==> src/rtl/axi_pkg.sv <==
// Shared AXI definitions: response codes used by AXI4-Lite responders.
// Latency: n/a (types and constants only).
// Backpressure: n/a.
package axi_pkg;

   typedef logic [1:0] resp_t;

   localparam resp_t RESP_OKAY   = 2'b00;
   localparam resp_t RESP_SLVERR = 2'b10;
   localparam resp_t RESP_DECERR = 2'b11;

endpackage

==> src/rtl/axi_lite_regs_decode.sv <==
// Register-bank address decoder: byte address -> word index, range hit, read-only flag.
// Latency: purely combinational.
// Backpressure: none; evaluated every cycle on whatever address is presented.
// Ports: addr (byte address in); idx (word index out); in_range (address maps to a
//        register); is_ro (mapped register is read-only, only meaningful with in_range).
module axi_lite_regs_decode #(
   parameter int unsigned          AddrWidth = 32,
   parameter int unsigned          DataWidth = 32,
   parameter int unsigned          NumRegs   = 8,
   parameter logic [AddrWidth-1:0] BaseAddr  = '0,
   parameter logic [NumRegs-1:0]   RoMask    = '0,
   localparam int unsigned         IdxWidth  = (NumRegs > 1) ? $clog2(NumRegs) : 1
) (
   input  logic [AddrWidth-1:0] addr,
   output logic [IdxWidth-1:0]  idx,
   output logic                 in_range,
   output logic                 is_ro
);

   localparam int unsigned ByteShift = $clog2(DataWidth / 8);

   logic [AddrWidth-1:0] off;
   logic [AddrWidth-1:0] word;

   always_comb begin
      off      = addr - BaseAddr;
      // Low byte-offset bits drop out here, so unaligned addresses hit the enclosing word.
      word     = off >> ByteShift;
      // The addr >= BaseAddr term rejects addresses that wrapped in the subtraction.
      in_range = (addr >= BaseAddr) && (word < AddrWidth'(NumRegs));
      idx      = word[IdxWidth-1:0];
      is_ro    = 1'b0;
      for (int i = 0; i < int'(NumRegs); i++) begin
         if (in_range && (idx == IdxWidth'(i))) begin
            is_ro = RoMask[i];
         end
      end
   end

endmodule

==> src/rtl/axi_lite_regs_slave.sv <==
// AXI4-Lite responder for a bank of NumRegs registers (read-write held here, read-only from ro_data_i).
// Latency: write B two cycles after the later of AW/W handshakes; read R one cycle after AR.
// Backpressure: one-entry AW and W holding slots; B and R held stable until accepted.
// Ports: AXI4-Lite AW/W/B/AR/R channels; reg_q_o (read-write register contents, read-only
//        slices zero); reg_wr_o (one-cycle per-register write pulse); ro_data_i (read-only values).
module axi_lite_regs_slave
   import axi_pkg::*;
#(
   parameter int unsigned                   AddrWidth = 32,
   parameter int unsigned                   DataWidth = 32,
   parameter int unsigned                   NumRegs   = 8,
   parameter logic [AddrWidth-1:0]          BaseAddr  = '0,
   parameter logic [NumRegs-1:0]            RoMask    = '0,
   parameter logic [NumRegs*DataWidth-1:0]  ResetVal  = '0
) (
   input  logic                          clk_i,
   input  logic                          rst_i,
   input  logic [AddrWidth-1:0]          aw_addr_i,
   input  logic [2:0]                    aw_prot_i,
   input  logic                          aw_valid_i,
   output logic                          aw_ready_o,
   input  logic [DataWidth-1:0]          w_data_i,
   input  logic [DataWidth/8-1:0]        w_strb_i,
   input  logic                          w_valid_i,
   output logic                          w_ready_o,
   output logic [1:0]                    b_resp_o,
   output logic                          b_valid_o,
   input  logic                          b_ready_i,
   input  logic [AddrWidth-1:0]          ar_addr_i,
   input  logic [2:0]                    ar_prot_i,
   input  logic                          ar_valid_i,
   output logic                          ar_ready_o,
   output logic [DataWidth-1:0]          r_data_o,
   output logic [1:0]                    r_resp_o,
   output logic                          r_valid_o,
   input  logic                          r_ready_i,
   output logic [NumRegs*DataWidth-1:0]  reg_q_o,
   output logic [NumRegs-1:0]            reg_wr_o,
   input  logic [NumRegs*DataWidth-1:0]  ro_data_i
);

   localparam int unsigned StrbWidth = DataWidth / 8;
   localparam int unsigned IdxWidth  = (NumRegs > 1) ? $clog2(NumRegs) : 1;

   logic                 aw_full;
   logic                 w_full;
   logic [AddrWidth-1:0] aw_addr_q;
   logic [DataWidth-1:0] w_data_q;
   logic [StrbWidth-1:0] w_strb_q;
   logic [DataWidth-1:0] regs [NumRegs];

   logic [IdxWidth-1:0]  wr_idx;
   logic                 wr_in_range;
   logic                 wr_is_ro;
   logic [IdxWidth-1:0]  rd_idx;
   logic                 rd_in_range;
   logic                 rd_is_ro;
   resp_t                wr_resp;
   resp_t                rd_resp;
   logic [DataWidth-1:0] rd_val;
   logic                 commit;

   // Protection attributes carry no meaning for this register bank.
   logic unused_prot;
   assign unused_prot = ^{aw_prot_i, ar_prot_i, rd_is_ro};

   axi_lite_regs_decode #(
      .AddrWidth (AddrWidth),
      .DataWidth (DataWidth),
      .NumRegs   (NumRegs),
      .BaseAddr  (BaseAddr),
      .RoMask    (RoMask)
   ) u_wr_decode (
      .addr     (aw_addr_q),
      .idx      (wr_idx),
      .in_range (wr_in_range),
      .is_ro    (wr_is_ro)
   );

   axi_lite_regs_decode #(
      .AddrWidth (AddrWidth),
      .DataWidth (DataWidth),
      .NumRegs   (NumRegs),
      .BaseAddr  (BaseAddr),
      .RoMask    (RoMask)
   ) u_rd_decode (
      .addr     (ar_addr_i),
      .idx      (rd_idx),
      .in_range (rd_in_range),
      .is_ro    (rd_is_ro)
   );

   assign aw_ready_o = !aw_full;
   assign w_ready_o  = !w_full;
   assign ar_ready_o = !r_valid_o || r_ready_i;
   // A B handshake in this cycle frees the response slot, so commit may overlap it.
   assign commit     = aw_full && w_full && (!b_valid_o || b_ready_i);

   always_comb begin
      wr_resp = !wr_in_range ? RESP_DECERR : (wr_is_ro ? RESP_SLVERR : RESP_OKAY);
      rd_resp = rd_in_range ? RESP_OKAY : RESP_DECERR;
      rd_val  = '0;
      for (int i = 0; i < int'(NumRegs); i++) begin
         if (rd_in_range && (rd_idx == IdxWidth'(i))) begin
            rd_val = RoMask[i] ? ro_data_i[i*DataWidth +: DataWidth] : regs[i];
         end
      end
   end

   for (genvar g = 0; g < int'(NumRegs); g++) begin : g_reg_q
      assign reg_q_o[g*DataWidth +: DataWidth] = RoMask[g] ? '0 : regs[g];
   end

   always_ff @(posedge clk_i) begin
      if (rst_i) begin
         aw_full   <= 1'b0;
         w_full    <= 1'b0;
         aw_addr_q <= '0;
         w_data_q  <= '0;
         w_strb_q  <= '0;
         b_valid_o <= 1'b0;
         b_resp_o  <= RESP_OKAY;
         r_valid_o <= 1'b0;
         r_resp_o  <= RESP_OKAY;
         r_data_o  <= '0;
         reg_wr_o  <= '0;
         for (int i = 0; i < int'(NumRegs); i++) begin
            regs[i] <= ResetVal[i*DataWidth +: DataWidth];
         end
      end else begin
         reg_wr_o <= '0;

         if (aw_valid_i && aw_ready_o) begin
            aw_full   <= 1'b1;
            aw_addr_q <= aw_addr_i;
         end
         if (w_valid_i && w_ready_o) begin
            w_full   <= 1'b1;
            w_data_q <= w_data_i;
            w_strb_q <= w_strb_i;
         end

         if (b_valid_o && b_ready_i) begin
            b_valid_o <= 1'b0;
         end

         // Holding slots are full during commit, so no new AW/W capture can collide with the clear.
         if (commit) begin
            aw_full   <= 1'b0;
            w_full    <= 1'b0;
            b_valid_o <= 1'b1;
            b_resp_o  <= wr_resp;
            if (wr_resp == RESP_OKAY) begin
               for (int i = 0; i < int'(NumRegs); i++) begin
                  if (wr_idx == IdxWidth'(i)) begin
                     reg_wr_o[i] <= 1'b1;
                     for (int b = 0; b < int'(StrbWidth); b++) begin
                        if (w_strb_q[b]) begin
                           regs[i][b*8 +: 8] <= w_data_q[b*8 +: 8];
                        end
                     end
                  end
               end
            end
         end

         if (ar_valid_i && ar_ready_o) begin
            r_valid_o <= 1'b1;
            r_data_o  <= rd_val;
            r_resp_o  <= rd_resp;
         end else if (r_ready_i) begin
            r_valid_o <= 1'b0;
         end
      end
   end

endmodule

==> config.mk <==
export PLATFORM = sky130hd
export DESIGN_NAME = axi_lite_regs_slave
export DESIGN_NICKNAME = d
export VERILOG_FILES = /design/src/rtl/axi_pkg.sv /design/src/rtl/axi_lite_regs_decode.sv /design/src/rtl/axi_lite_regs_slave.sv
export SDC_FILE = /design/constraint.sdc
export NUM_CORES = 1
export LEC_CHECK = 0
export CAP_MARGIN = 20
export CORE_AREA = 3 3 260 262
export DETAILED_ROUTE_END_ITERATION = 12
export DIE_AREA = 0 0 263 265
export PLACE_DENSITY = 0.48
export SYNTH_ARGS = -nofsm -noshare
export SYNTH_HDL_FRONTEND = slang
export SYNTH_SLANG_ARGS = --single-unit
==> constraint.sdc <==
create_clock -name clk_i -period 6.8 [get_ports clk_i]
set_input_delay 1.02 -clock clk_i [delete_from_list [all_inputs] [get_ports clk_i]]
set_output_delay 1.02 -clock clk_i [all_outputs]
set_load 0.01 [all_outputs]
==> results.md <==
* Util after Layout at 33.6%
* Rows at 94
* Max-Cap Viols at 0
* Pleak at between 7 and 8 nW
* Die height at ~270 um
* DP HPWL at 44.4 mm
* Worst-path cell chain: clkdlybuf4s50_1 -> nor2b_1 -> nor3_1 -> nand4_1 -> buf_4 -> o21bai_1
* Drt drc at 0
* Vias at 12200
* Final setup fails at 0
* Measured slew at the worst slew-check pin at 1.06 ns
* Synth Cell Area at 15700 um2
* CP max FO at 43
* GRT Residual Overflow at 0
* CTS sink cnt at 368
* DRT antenna net count at 0
* CP Buf/Inv Count at 2
* Initial antenna violation count at 5
* Synth warn at 0
* Final Non-Filler Cells at about 2600
* Core area at 65600 um2
* Synth async-reset ratio at 0%
* Post-synth top area cell: edfxtp_1
* Power Density at 255 nW/um2
* Post-CTS Hold Fix Bufs at 0
* Total Routed Length at 63.1 mm
* Period utilization at between 50% and 60%
* Post-synth cell types at 43
* Number of global-route vias before repair at 12300
* Max-Slew Margin vs Limit at 29.2%
* Share of layout cells above drive strength 1 at under 10%
* Clock buffer count from CTS at 44
* Die extent in x at 263 um
* Maximum vdd ir drop at 145 uV
* Fin. max-slew vios at 0
* Die ar. at 69700 um2
* Setup Crit Path Kind: in -> reg
* Iteration-0 DRC count of the detailed router at 791
* Worst Skew at 0.0195 ns
* Worst endpoint required time at 6.98 ns
* Crit path DAT at ~4.2 ns
* DRT Pass-1 Iters at 4
* Most frequent cells in the layout: clkdlybuf4s50_1 (404), edfxtp_1 (256), nand2_1 (220)
* Flop2flop setup slack at roughly 3.2 ns
* Initial core utilization at roughly a quarter
* Largest net degree at the start of global routing at 66
* Post-layout min period at roughly 4 ns
* First-pass GRT wire length at 90.2 mm
* Number of synthesized flops with an enable pin at 256
* Drt wl/cell at 24.1 um
* Post-cts sizing count at 0
* Via density at 4.66
* Mapped Nets at 1756
* Synth top area cells: edfxtp_1 (49%), dfxtp_1 (14%), nor3_1 (6.3%)
* Pre-CTS setup slack at between 2 and 2.5 ns
* Clock Root Buffer: clkbuf_16
* GPL Wtd Cong at 0.797
* Post-CTS Setup Bufs at 0
* H-tree lvl count at 2
* Worst path slowest cell: o21bai_1
* Top Family by Delay on Critical Path: simple AND/OR/NAND/NOR gates
* Yosys top cell area share at 48.9%
* Worst hold path class: reg -> reg
* Nature of the critical path endpoint: flip-flop
* GR Util All Layers at 17.6%
* Ys flop type: edfxtp_1
* Achievable frequency at ~0.25 GHz
* Status: finished clean
* Seq/Total Area, Yosys at 63.1%
* Clk_lat worst skew at 0.56 ns
* Largest stage delay, worst path at 0.79 ns
* IO Pins at 674
* Clock tree buffer depth at 3
* Most common cell after layout, fill and taps aside: clkdlybuf4s50_1
* Final worst slack at 2.82 ns
* #FFs+latches synth at ~370
* Mapped Cells at 1387
* Avg Cell Area, Syn at 11.3 um2
* Clk slew on worst S/H paths at 0.06 ns
* Layout Nets at 2087
* Port Buffers at 407
* Area delta synth->final at 40.4%
* RSZ-0062 raised after global routing: no
* CTS tree: yes
* Dpl cells at 2534
* Crit path launch type: primary input
* Final Hold Vio Count at 0
* Setup TNS at 0 ns
==> routing by layer <==
metal  up-vias  track usage, %  wire length [um]
met5         -               0                27
met3        71            5.75              4940
met2       402            28.6             29600
met1      6029            22.7             27300
met4         4            4.20              1250
li1       5689               -                 -
==> worst min-delay path: stages (launching register included) <==
cell and delay [ns]:
dfxtp_1 0.31, nand2_1 0.05, o21ai_1 0.05
==> registers in the layout, summed over array words and instances, names as in the netlist <==
register   count
aw_addr_q     30
aw_full        1
b_resp_o       1
b_valid_o      1
r_data_o      32
r_resp_o       1
r_valid_o      1
reg_wr_o       8
regs         256
w_data_q      32
w_full         1
w_strb_q       4
==> per-stage QoR <==
step,area [um2],power [mW],hold WS [ns]
2_1_floorplan,15700,2.82,0.431
3_3_place_gp,20500,3.15,0.441
3_5_place_dp,20500,3.16,0.444
4_1_cts,22000,5.71,0.453
5_1_grt,22100,5.84,0.468
6_report,22100,5.64,0.448
==> final timing paths <==
kind / depth (start not counted) / to / from
min reg2reg: 2 / r_data_o[30]$_SDFFE_PP0P_ / r_data_o[30]$_SDFFE_PP0P_
min: 2 / r_data_o[30]$_SDFFE_PP0P_ / r_data_o[30]$_SDFFE_PP0P_
max reg2reg: 5 / regs[1][8]$_SDFFCE_PN0P_ / aw_addr_q[25]$_SDFFE_PP0P_
max: 6 / regs[1][8]$_SDFFCE_PN0P_ / b_ready_i
==> cell type report <==
| cell class | count | area (um2) |
|---|---|---|
| fill | 6586 | 43500 |
| multi-input combinational | 837 | 5110 |
| inverter | 37 | 139 |
| antenna | 3 | 7.51 |
| clock inverter | 25 | 293 |
| clock buffer | 54 | 1260 |
| tap | 864 | 1080 |
| timing repair buffer | 430 | 4260 |
| sequential | 368 | 9930 |
==> Yosys cell counts, types with 8 or more instances <==
master    count
buf_1        11
inv_1        36
nor2_1       17
buf_2        29
nand2b_1     36
a22oi_1      25
a21oi_1      73
nand2_1     222
nor4_1       35
clkbuf_1    101
nor3_1      198
o31ai_1      19
mux2i_1      85
mux2_2       26
nor2b_1       8
dfxtp_1     112
o21bai_1     32
edfxtp_1    256
==> logic make-up (layout without fill, tap and decap cells) <==
logic type      after synthesis  in the layout  synth area share, %
compound gates              170            170                 7.11
buf+inv                     182            546                 4.72
flops                       368            368                 63.1
mux                         118            118                 8.27
other cells                   0              3                    0
simple gates                549            549                 16.8
==> power breakdown <==
group	internal [mW]	leakage [nW]	total, mW	switching (mW)
sequential	2.48	3.56	2.54	0.0579
combinational	0.245	3.47	0.566	0.321
clock	1.55	0.765	2.53	0.984
total	4.27	7.80	5.64	1.36
No activity file was read; power rests on OpenSTA's default activity.
